File: src/rtl/post_glitch_sequencer.sv
// post_glitch_sequencer: watches CPU POST/reset, requests slowdown, fires a timed glitch, judges it, retries on failure
//  clk_96m        in   96 MHz clock, all logic on the rising edge
//  rst            in   synchronous active-high reset
//  post_bit       in   async CPU POST bit, each toggle is one POST code change
//  cpu_reset_n    in   async CPU reset pin level (0 = CPU held in reset)
//  glitch         out  glitch request, high only while holding the glitch window
//  cpu_slow       out  CPU clock slowdown request from slowdown through the success check
//  cpu_reset_req  out  pull CPU reset low, high only during the retry pulse
//  success        out  POST advanced after the glitch
//  attempts [7:0] out  failed attempt count, saturating at 255
module post_glitch_sequencer #(
  parameter int POST_SLOW_EDGE   = 10,
  parameter int POST_GLITCH_EDGE = 11,
  parameter int GLITCH_HOLD      = 20000,
  parameter int TIMEOUT          = 9600000,
  parameter int RESET_PULSE      = 96
) (
  input  logic       clk_96m,
  input  logic       rst,
  input  logic       post_bit,
  input  logic       cpu_reset_n,
  output logic       glitch,
  output logic       cpu_slow,
  output logic       cpu_reset_req,
  output logic       success,
  output logic [7:0] attempts
);
  typedef enum logic [2:0] {S_IDLE, S_COUNT, S_SLOW, S_GLITCH, S_CHECK, S_RESET, S_SUCCESS} state_t;
  localparam logic [4:0]  SLOW_N    = 5'(POST_SLOW_EDGE);
  localparam logic [4:0]  GLITCH_N  = 5'(POST_GLITCH_EDGE);
  localparam logic [23:0] HOLD_LAST = 24'(GLITCH_HOLD - 1);
  localparam logic [23:0] TO_LAST   = 24'(TIMEOUT - 1);
  localparam logic [23:0] RP_LAST   = 24'(RESET_PULSE - 1);
  state_t      state_q, state_d;
  logic [2:0]  post_sync_q, post_sync_d;
  logic [1:0]  rstn_sync_q, rstn_sync_d;
  logic [4:0]  edge_cnt_q, edge_cnt_d, cnt_inc;
  logic [23:0] timer_q, timer_d;
  logic        edge_seen_q, edge_seen_d;
  logic [7:0]  attempts_q, attempts_d;
  logic        glitch_q, glitch_d, cpu_slow_q, cpu_slow_d;
  logic        cpu_reset_req_q, cpu_reset_req_d, success_q, success_d;
  logic        post_edge, cpu_up, entering;
  assign post_edge     = post_sync_q[2] ^ post_sync_q[1];
  assign cpu_up        = rstn_sync_q[1];
  assign glitch        = glitch_q;
  assign cpu_slow      = cpu_slow_q;
  assign cpu_reset_req = cpu_reset_req_q;
  assign success       = success_q;
  assign attempts      = attempts_q;
  always_comb begin
    post_sync_d = {post_sync_q[1:0], post_bit};
    rstn_sync_d = {rstn_sync_q[0], cpu_reset_n};
    cnt_inc     = (post_edge && edge_cnt_q != 5'd31) ? edge_cnt_q + 5'd1 : edge_cnt_q;
    state_d     = state_q;
    case (state_q)
      S_IDLE:    state_d = cpu_up ? S_COUNT : S_IDLE;
      // equal thresholds skip SLOW entirely
      S_COUNT:   state_d = (cnt_inc >= GLITCH_N) ? S_GLITCH : (cnt_inc >= SLOW_N) ? S_SLOW : S_COUNT;
      S_SLOW:    state_d = (cnt_inc >= GLITCH_N) ? S_GLITCH : S_SLOW;
      // an edge on the final hold cycle still counts as seen
      S_GLITCH:  state_d = (timer_q != HOLD_LAST) ? S_GLITCH : (edge_seen_q || post_edge) ? S_SUCCESS : S_CHECK;
      S_CHECK:   state_d = post_edge ? S_SUCCESS : (timer_q == TO_LAST) ? S_RESET : S_CHECK;
      S_RESET:   state_d = (timer_q == RP_LAST) ? S_IDLE : S_RESET;
      S_SUCCESS: state_d = cpu_up ? S_SUCCESS : S_IDLE;
      default:   state_d = S_IDLE;
    endcase
    if (!cpu_up && state_q inside {S_COUNT, S_SLOW, S_GLITCH, S_CHECK}) state_d = S_IDLE;
    entering        = state_d != state_q;
    timer_d         = entering ? 24'd0 : timer_q + 24'd1;
    edge_cnt_d      = (entering && state_d == S_IDLE) ? 5'd0 :
                      (state_q inside {S_COUNT, S_SLOW}) ? cnt_inc : edge_cnt_q;
    edge_seen_d     = (state_q == S_GLITCH) && (edge_seen_q || post_edge);
    attempts_d      = (entering && state_d == S_RESET && attempts_q != 8'hFF) ? attempts_q + 8'd1 : attempts_q;
    glitch_d        = state_d == S_GLITCH;
    cpu_slow_d      = state_d inside {S_SLOW, S_GLITCH, S_CHECK};
    cpu_reset_req_d = state_d == S_RESET;
    success_d       = state_d == S_SUCCESS;
  end
  always_ff @(posedge clk_96m) begin
    if (rst) begin
      state_q         <= S_IDLE;
      post_sync_q     <= '0;
      rstn_sync_q     <= '0;
      edge_cnt_q      <= '0;
      timer_q         <= '0;
      edge_seen_q     <= 1'b0;
      attempts_q      <= '0;
      glitch_q        <= 1'b0;
      cpu_slow_q      <= 1'b0;
      cpu_reset_req_q <= 1'b0;
      success_q       <= 1'b0;
    end else begin
      state_q         <= state_d;
      post_sync_q     <= post_sync_d;
      rstn_sync_q     <= rstn_sync_d;
      edge_cnt_q      <= edge_cnt_d;
      timer_q         <= timer_d;
      edge_seen_q     <= edge_seen_d;
      attempts_q      <= attempts_d;
      glitch_q        <= glitch_d;
      cpu_slow_q      <= cpu_slow_d;
      cpu_reset_req_q <= cpu_reset_req_d;
      success_q       <= success_d;
    end
  end
endmodule
File: config.mk
export PLATFORM = sky130hd
export DESIGN_NAME = post_glitch_sequencer
export DESIGN_NICKNAME = d
export VERILOG_FILES = /design/src/rtl/post_glitch_sequencer.sv
export SDC_FILE = /design/constraint.sdc
export NUM_CORES = 1
export LEC_CHECK = 0
export BUFFER_PORTS_ARGS = -buffer_cell sky130_fd_sc_hd__buf_4
export CAP_MARGIN = 10
export CORE_MARGIN = 1.5
export CORE_UTILIZATION = 31
export DETAILED_ROUTE_END_ITERATION = 12
export SETUP_SLACK_MARGIN = 0.2
export SYNTH_ARGS = -nofsm -noshare
export SYNTH_HDL_FRONTEND = slang
export SYNTH_SLANG_ARGS = --single-unit
File: constraint.sdc
create_clock -name clk_96m -period 3.95 [get_ports clk_96m]
set_input_delay 0.1975 -clock clk_96m [delete_from_list [all_inputs] [get_ports clk_96m]]
set_output_delay 0.1975 -clock clk_96m [all_outputs]
set_load 0.1 [all_outputs]
Word-level counts from Yosys, hierarchy flattened
Cells that the tools add are included.
{"block": "op_classes", "shifts": 0, "n_div": 0, "n_lt_le_gt_ge": 2, "mul": 0, "mux": 13, "add_sub_neg": 3, "n_bitwise": 1, "eq_ne": 17, "n_reduce_logical": 15}
{"cell": "adder 24 x 1 -> 24 bit, second input constant", "n": 1}
{"cell": "equality test 24 bit, second input constant", "n": 1}
{"cell": "equality test 24 x 7 -> 1 bit, second input constant", "n": 1}
{"cell": "!= test 24 x 15 -> 1 bit, second input constant", "n": 1}
{"cell": "one-hot mux 3 bit (7 select lines)", "n": 1}
{"cell": "equality test 3 bit, second input constant", "n": 6}
{"cell": "equality test 3 x 2 -> 1 bit, second input constant", "n": 4}
{"cell": "two-way mux 3 bit", "n": 4}
{"cell": "greater-or-equal comparator 5 x 4 -> 1 bit, second input constant", "n": 2}
{"cell": "adder 8 x 1 -> 8 bit, second input constant", "n": 1}
{"cell": "two-way mux 2 bit", "n": 4}
{"cell": "!= test 8 bit, second input constant", "n": 1}
{"cell": "logical AND 1 bit", "n": 6}
{"cell": "zero test 3 bit", "n": 2}
{"cell": "adder 5 x 1 -> 5 bit, second input constant", "n": 1}
{"cell": "two-way mux 5 bit", "n": 1}
{"cell": "!= test 5 bit, second input constant", "n": 1}
{"cell": "nonzero test 4 bit", "n": 1}
{"cell": "OR reduction 2 bit", "n": 2}
{"cell": "equality test 3 x 1 -> 1 bit, second input constant", "n": 1}
{"cell": "two-way mux 1 bit", "n": 3}
{"cell": "!= test 3 bit", "n": 1}
{"cell": "nonzero test 3 bit", "n": 1}
{"cell": "nonzero test 2 bit", "n": 1}
{"cell": "other kinds (3)", "n": 3}
{"block": "word_totals", "inputBits": 4, "output_inout_bits": 12, "regBits": 50, "mem_bits_rw": 0, "rom_bits": 0, "word_cells": 62, "latch_bits": 0, "memories": 0}

Longest topological paths before layout
{"block": "logic_depth", "word_depth": 11, "depth_mapped": 12, "depth_no_buf": 11}

Worst setup path before layout
No wires, ideal clock.
{"block": "synth_path", "path_kind": "register to register", "from": "register edge_cnt_q[0]", "to": "register attempts_q[6] (netlist: attempts[6])", "t_required_ns": 3.829, "setup_ns": 0.121, "path_buffers": 1, "arrival_time_ns": 3.031, "slack_ns": 0.798, "synth_period_minus_slack_ns": 3.152, "stages_incl_launch_ff": 13, "path_cell_list": "dfxtp_1 -> ha_1 -> and3_1 -> ha_1 -> nand4b_1 -> or3_1 -> a221oi_2 -> o21a_1 -> o21ai_0 -> and2_1 -> buf_4 -> nor4_1 -> mux2_2"}
{"block": "synth_between", "elab_chain_cells": 11, "elab_cells_between_ends": 15, "cone_classes": "add/sub (1); order compare (2); eq/ne (3); mux (6); reduce/logical (3)"}
{"element": "start: declaration", "line_no": "37", "text": "logic [4:0] edge_cnt_q, edge_cnt_d, cnt_inc;"}
{"element": "start signal: assignment", "line_no": "97", "text": "edge_cnt_q <= edge_cnt_d;"}
{"element": "parallel branches: the longest is 2 deep, another holds adder 5 x 1 -> 5 bit"}
{"element": "two-way mux 5 bit (*)", "line_no": "54", "text": "cnt_inc = (post_edge && edge_cnt_q != 5'd31) ? edge_cnt_q + 5'd1 : edge_cnt_q;"}
{"element": "greater-or-equal comparator 5 x 4 -> 1 bit", "line_no": "59", "text": "S_COUNT: state_d = (cnt_inc >= GLITCH_N) ? S_GLITCH : (cnt_inc >= SLOW_N) ? S_SLOW : S_COUNT;"}
{"element": "two-way mux 2 bit (2 in series)", "line_no": "59"}
{"element": "one-hot mux 3 bit (7 select lines) (*)", "line_no": "56", "text": "case (state_q)"}
{"element": "two-way mux 3 bit (*)", "line_no": "68", "text": "if (!cpu_up && state_q inside {S_COUNT, S_SLOW, S_GLITCH, S_CHECK}) state_d = S_IDLE;"}
{"element": "!= test 3 bit / equality test 3 bit (equally long branches)", "line_no": "69, 74"}
{"element": "logical AND 1 bit (*) (2 in series)", "line_no": "74", "text": "attempts_d = (entering && state_d == S_RESET && attempts_q != 8'hFF) ? attempts_q + 8'd1 : attempts_q;"}
{"element": "end signal: assignment", "line_no": "100", "text": "attempts_q <= attempts_d;"}
{"element": "end: declaration", "line_no": "40", "text": "logic [7:0] attempts_q, attempts_d;"}
Mark *: on every way between the ends.
A chain may end at the register's enable or synchronous reset.

Final worst setup path
{"block": "layout_path", "from": "register edge_cnt_q[0]", "to": "register attempts_q[5] (netlist: attempts[5])"}
The elaborated chain is that of the path after synthesis.

==> impl_metrics.toml <==
[status]
status = "finished clean"

[clock_network]
cts.sinks = 50
cts_setup_buffers = 0
hold_buffers = 0
clkTransAtPathRegs_ns = 0.09
cts_buffers = 5
clock_path_buffers = 2
insertion_delay_ns = 0.30
cts-root-buf = "clkbuf_8"
h-tree-depth = 2
post_cts_resized = 0
cts_tree = "yes"

[sta]
period_share_pct = 87.0
clock_skew_ns = 0.00663
fin_ws_ns = 0.512
period_needed_ns = 3.44
hold_viol_final = 0
tightest_slew_ns = 0.649
report.final.slew_viol_count = 0
max_freq_ghz = 0.291
rsz0062_at_grt = "no"
max_slew_margin_pct = 56.4
setup_viol = 0
setup_tns_ns = 0

[worst_setup_path]
crit_type = "register to register"
r2r_cells = 11
crit_required_ns = 4.15
arrival_ns = 3.64
startpoint_type = "register"
crit_path_max_fanout = 13
end_kind = "register"

[synth]
synthesis.nets = 325
synth_seq_area_share_pct = 38.1
synth.distinct_cells = 53
synthCells = 317
yosysTopAreaCell = "dfxtp_1"
syn-cell-area_um2 = 2630
async_flop_share_pct = 0
ys_warn_count = 0
synth.top_cell.area_share_pct = 38.1
syn_area_per_cell_um2 = 8.28
synthTopCellsByCount = "nor2_1, dfxtp_1, nand2_1"
ys_ff_latch = 50
synth_edf_count = 0
synth.most_common_cell = "nor2_1"
synthFlopType = "dfxtp_1"
yosys-top-cells-area = "dfxtp_1, nor2_1, xnor2_1"

[worst_hold_path]
hold_class = "input port to register"
hold_path_depth = 2

[power_and_ir_drop]
swShare_pct = 22.3
combPwrFrac_pct = 4.2
p_clk_share_pct = 39.6
p_leak_uw = 0.00105
p_int_uw = 711
p_seq_share_pct = 56.2
switchingPower_uw = 204
irDropWorstVdd_mv = 0.199
power.density_nw_per_um2 = 311

[layout]
syn_to_final_growth_pct = 12.1
diodes = 0
fillers = 831
final_nets = 337
drive_gt1_share_pct = 14.5

[grt]
antenna_found_initial = 0
grt_max_degree = 25
grt_overflow_total = 0
grt_first_pass_wirelength_um = 9360
grt_pass1_vias = 2075
track_usage_pct = 12.9

[die]
initial_core_util_pct = 31.9
pin_count = 16
num_rows = 33
core_um2 = 8220
dieArea_um2 = 9030
die_h_um = 95.0
dieWidth_um = 95.0

[run]
maxCapViolations = 0

[route]
avgRoutedWirePerCell_um = 12.3
first_pass_iters = 4
detail-route-antenna-nets = 0
num_vias = 2197
vias_per_cell = 5.05
routed_wl_um = 5350
drt-initial-drc-count = 121
drc_errors = 0

[placement]
io_buffer_count = 15
hpwl_um = 3850
gp_congestion = 0.872
pre_cts_ws_ns = 0.497
critical path, cell delays in order, from the launching register on:
cell	delay (ns)
dfxtp_1	0.37
ha_1	0.25
and3_1	0.20
ha_1	0.22
nand4b_1	0.24
or3_1	0.36
a221oi_2	0.34
o21a_1	0.17
o21ai_0	0.14
and2_2	0.33
nor4_1	0.35
mux2_2	0.37
per-layer routing:
layer / up-vias / global-route usage, % / share of wire (%)
li1: 1139 / - / -
met1: 1034 / 17.7 / 51
met2: 17 / 20.0 / 45
met3: 7 / 2.23 / 1.8
met4: 0 / 5.22 / 2.0
met5: - / 0 / 0
path summary, 6_finish.rpt:
check                 start             end  slack (ns)
max           edge_cnt_q[0]     attempts[5]        0.51
min             cpu_reset_n  rstn_sync_q[0]        0.10
max reg2reg   edge_cnt_q[0]     attempts[5]        0.51
min reg2reg  rstn_sync_q[0]  rstn_sync_q[1]        0.45
layout make-up:
| type | count | area, µm² | area share, % |
|---|---|---|---|
| well taps | 105 | 131 | 4.46 |
| repair buffers | 17 | 128 | 4.34 |
| clock buffers | 5 | 68.8 | 2.34 |
| clock inverters | 3 | 45.0 | 1.53 |
| inverters | 8 | 30.0 | 1.02 |
| flip-flops and latches | 50 | 1000 | 34.0 |
| multi-input cells | 247 | 1540 | 52.3 |
flip-flops by register name (all words and copies together), names as in the netlist:
name and count:
edge_cnt_q 5, cpu_reset_req 1, cpu_slow 1, edge_seen_q 1, timer_q 24, glitch 1, attempts 8, post_sync_q 3
rstn_sync_q 2, success 1, state_q 3
per-stage QoR:
step | cells | hold WS, ns | util (%) | total power, µW | area (µm²)
2_1_floorplan | 317 | 0.326 | - | 555 | 2630
3_3_place_gp | 427 | 0.410 | 34.4 | 565 | 2830
3_5_place_dp | 427 | 0.416 | 34.4 | 565 | 2830
4_1_cts | 435 | 0.0967 | 35.8 | 931 | 2940
5_1_grt | 435 | 0.0951 | 35.8 | 956 | 2940
6_report | 435 | 0.101 | 35.8 | 916 | 2940
logic make-up after synthesis:
group | Yosys count | synth area share (%)
AOI/OAI and AO/OA | 50 | 12.4
xor gates and xnor gates | 29 | 9.96
adders and majority gates | 4 | 1.91
buffers and inverters | 20 | 3.29
DFF | 50 | 38.1
muxes | 6 | 2.48
and+or+nand+nor | 158 | 31.8
placed cells by master, fill, tap and decap left out, types with 4 or more instances in the layout:
cell,Yosys,final
inv_1,8,8
nand3_1,14,14
clkbuf_8,0,5
a31o_2,4,4
nand4_1,5,5
mux2_2,4,4
or2_2,6,6
and3_1,6,6
xor2_1,13,13
ha_1,4,4
nor3_1,11,11
dfxtp_1,50,50
nor2b_1,11,11
xnor2_1,15,15
o21ai_0,11,11
nand2_1,20,20
nor2_1,53,53
buf_4,2,17
a21oi_1,16,16
nor4_1,7,7
power groups by stage:
stage / combinational, µW / clock [µW] / sequential, µW
CTS: 38.6 / 377 / 515
detailed placement: 38.6 / 0 / 527
global placement: 38.4 / 0 / 527
global route: 42.5 / 397 / 516
finish: 38.6 / 362 / 515
floorplan: 30.8 / 0 / 524
(Power assumes the default switching activity.)
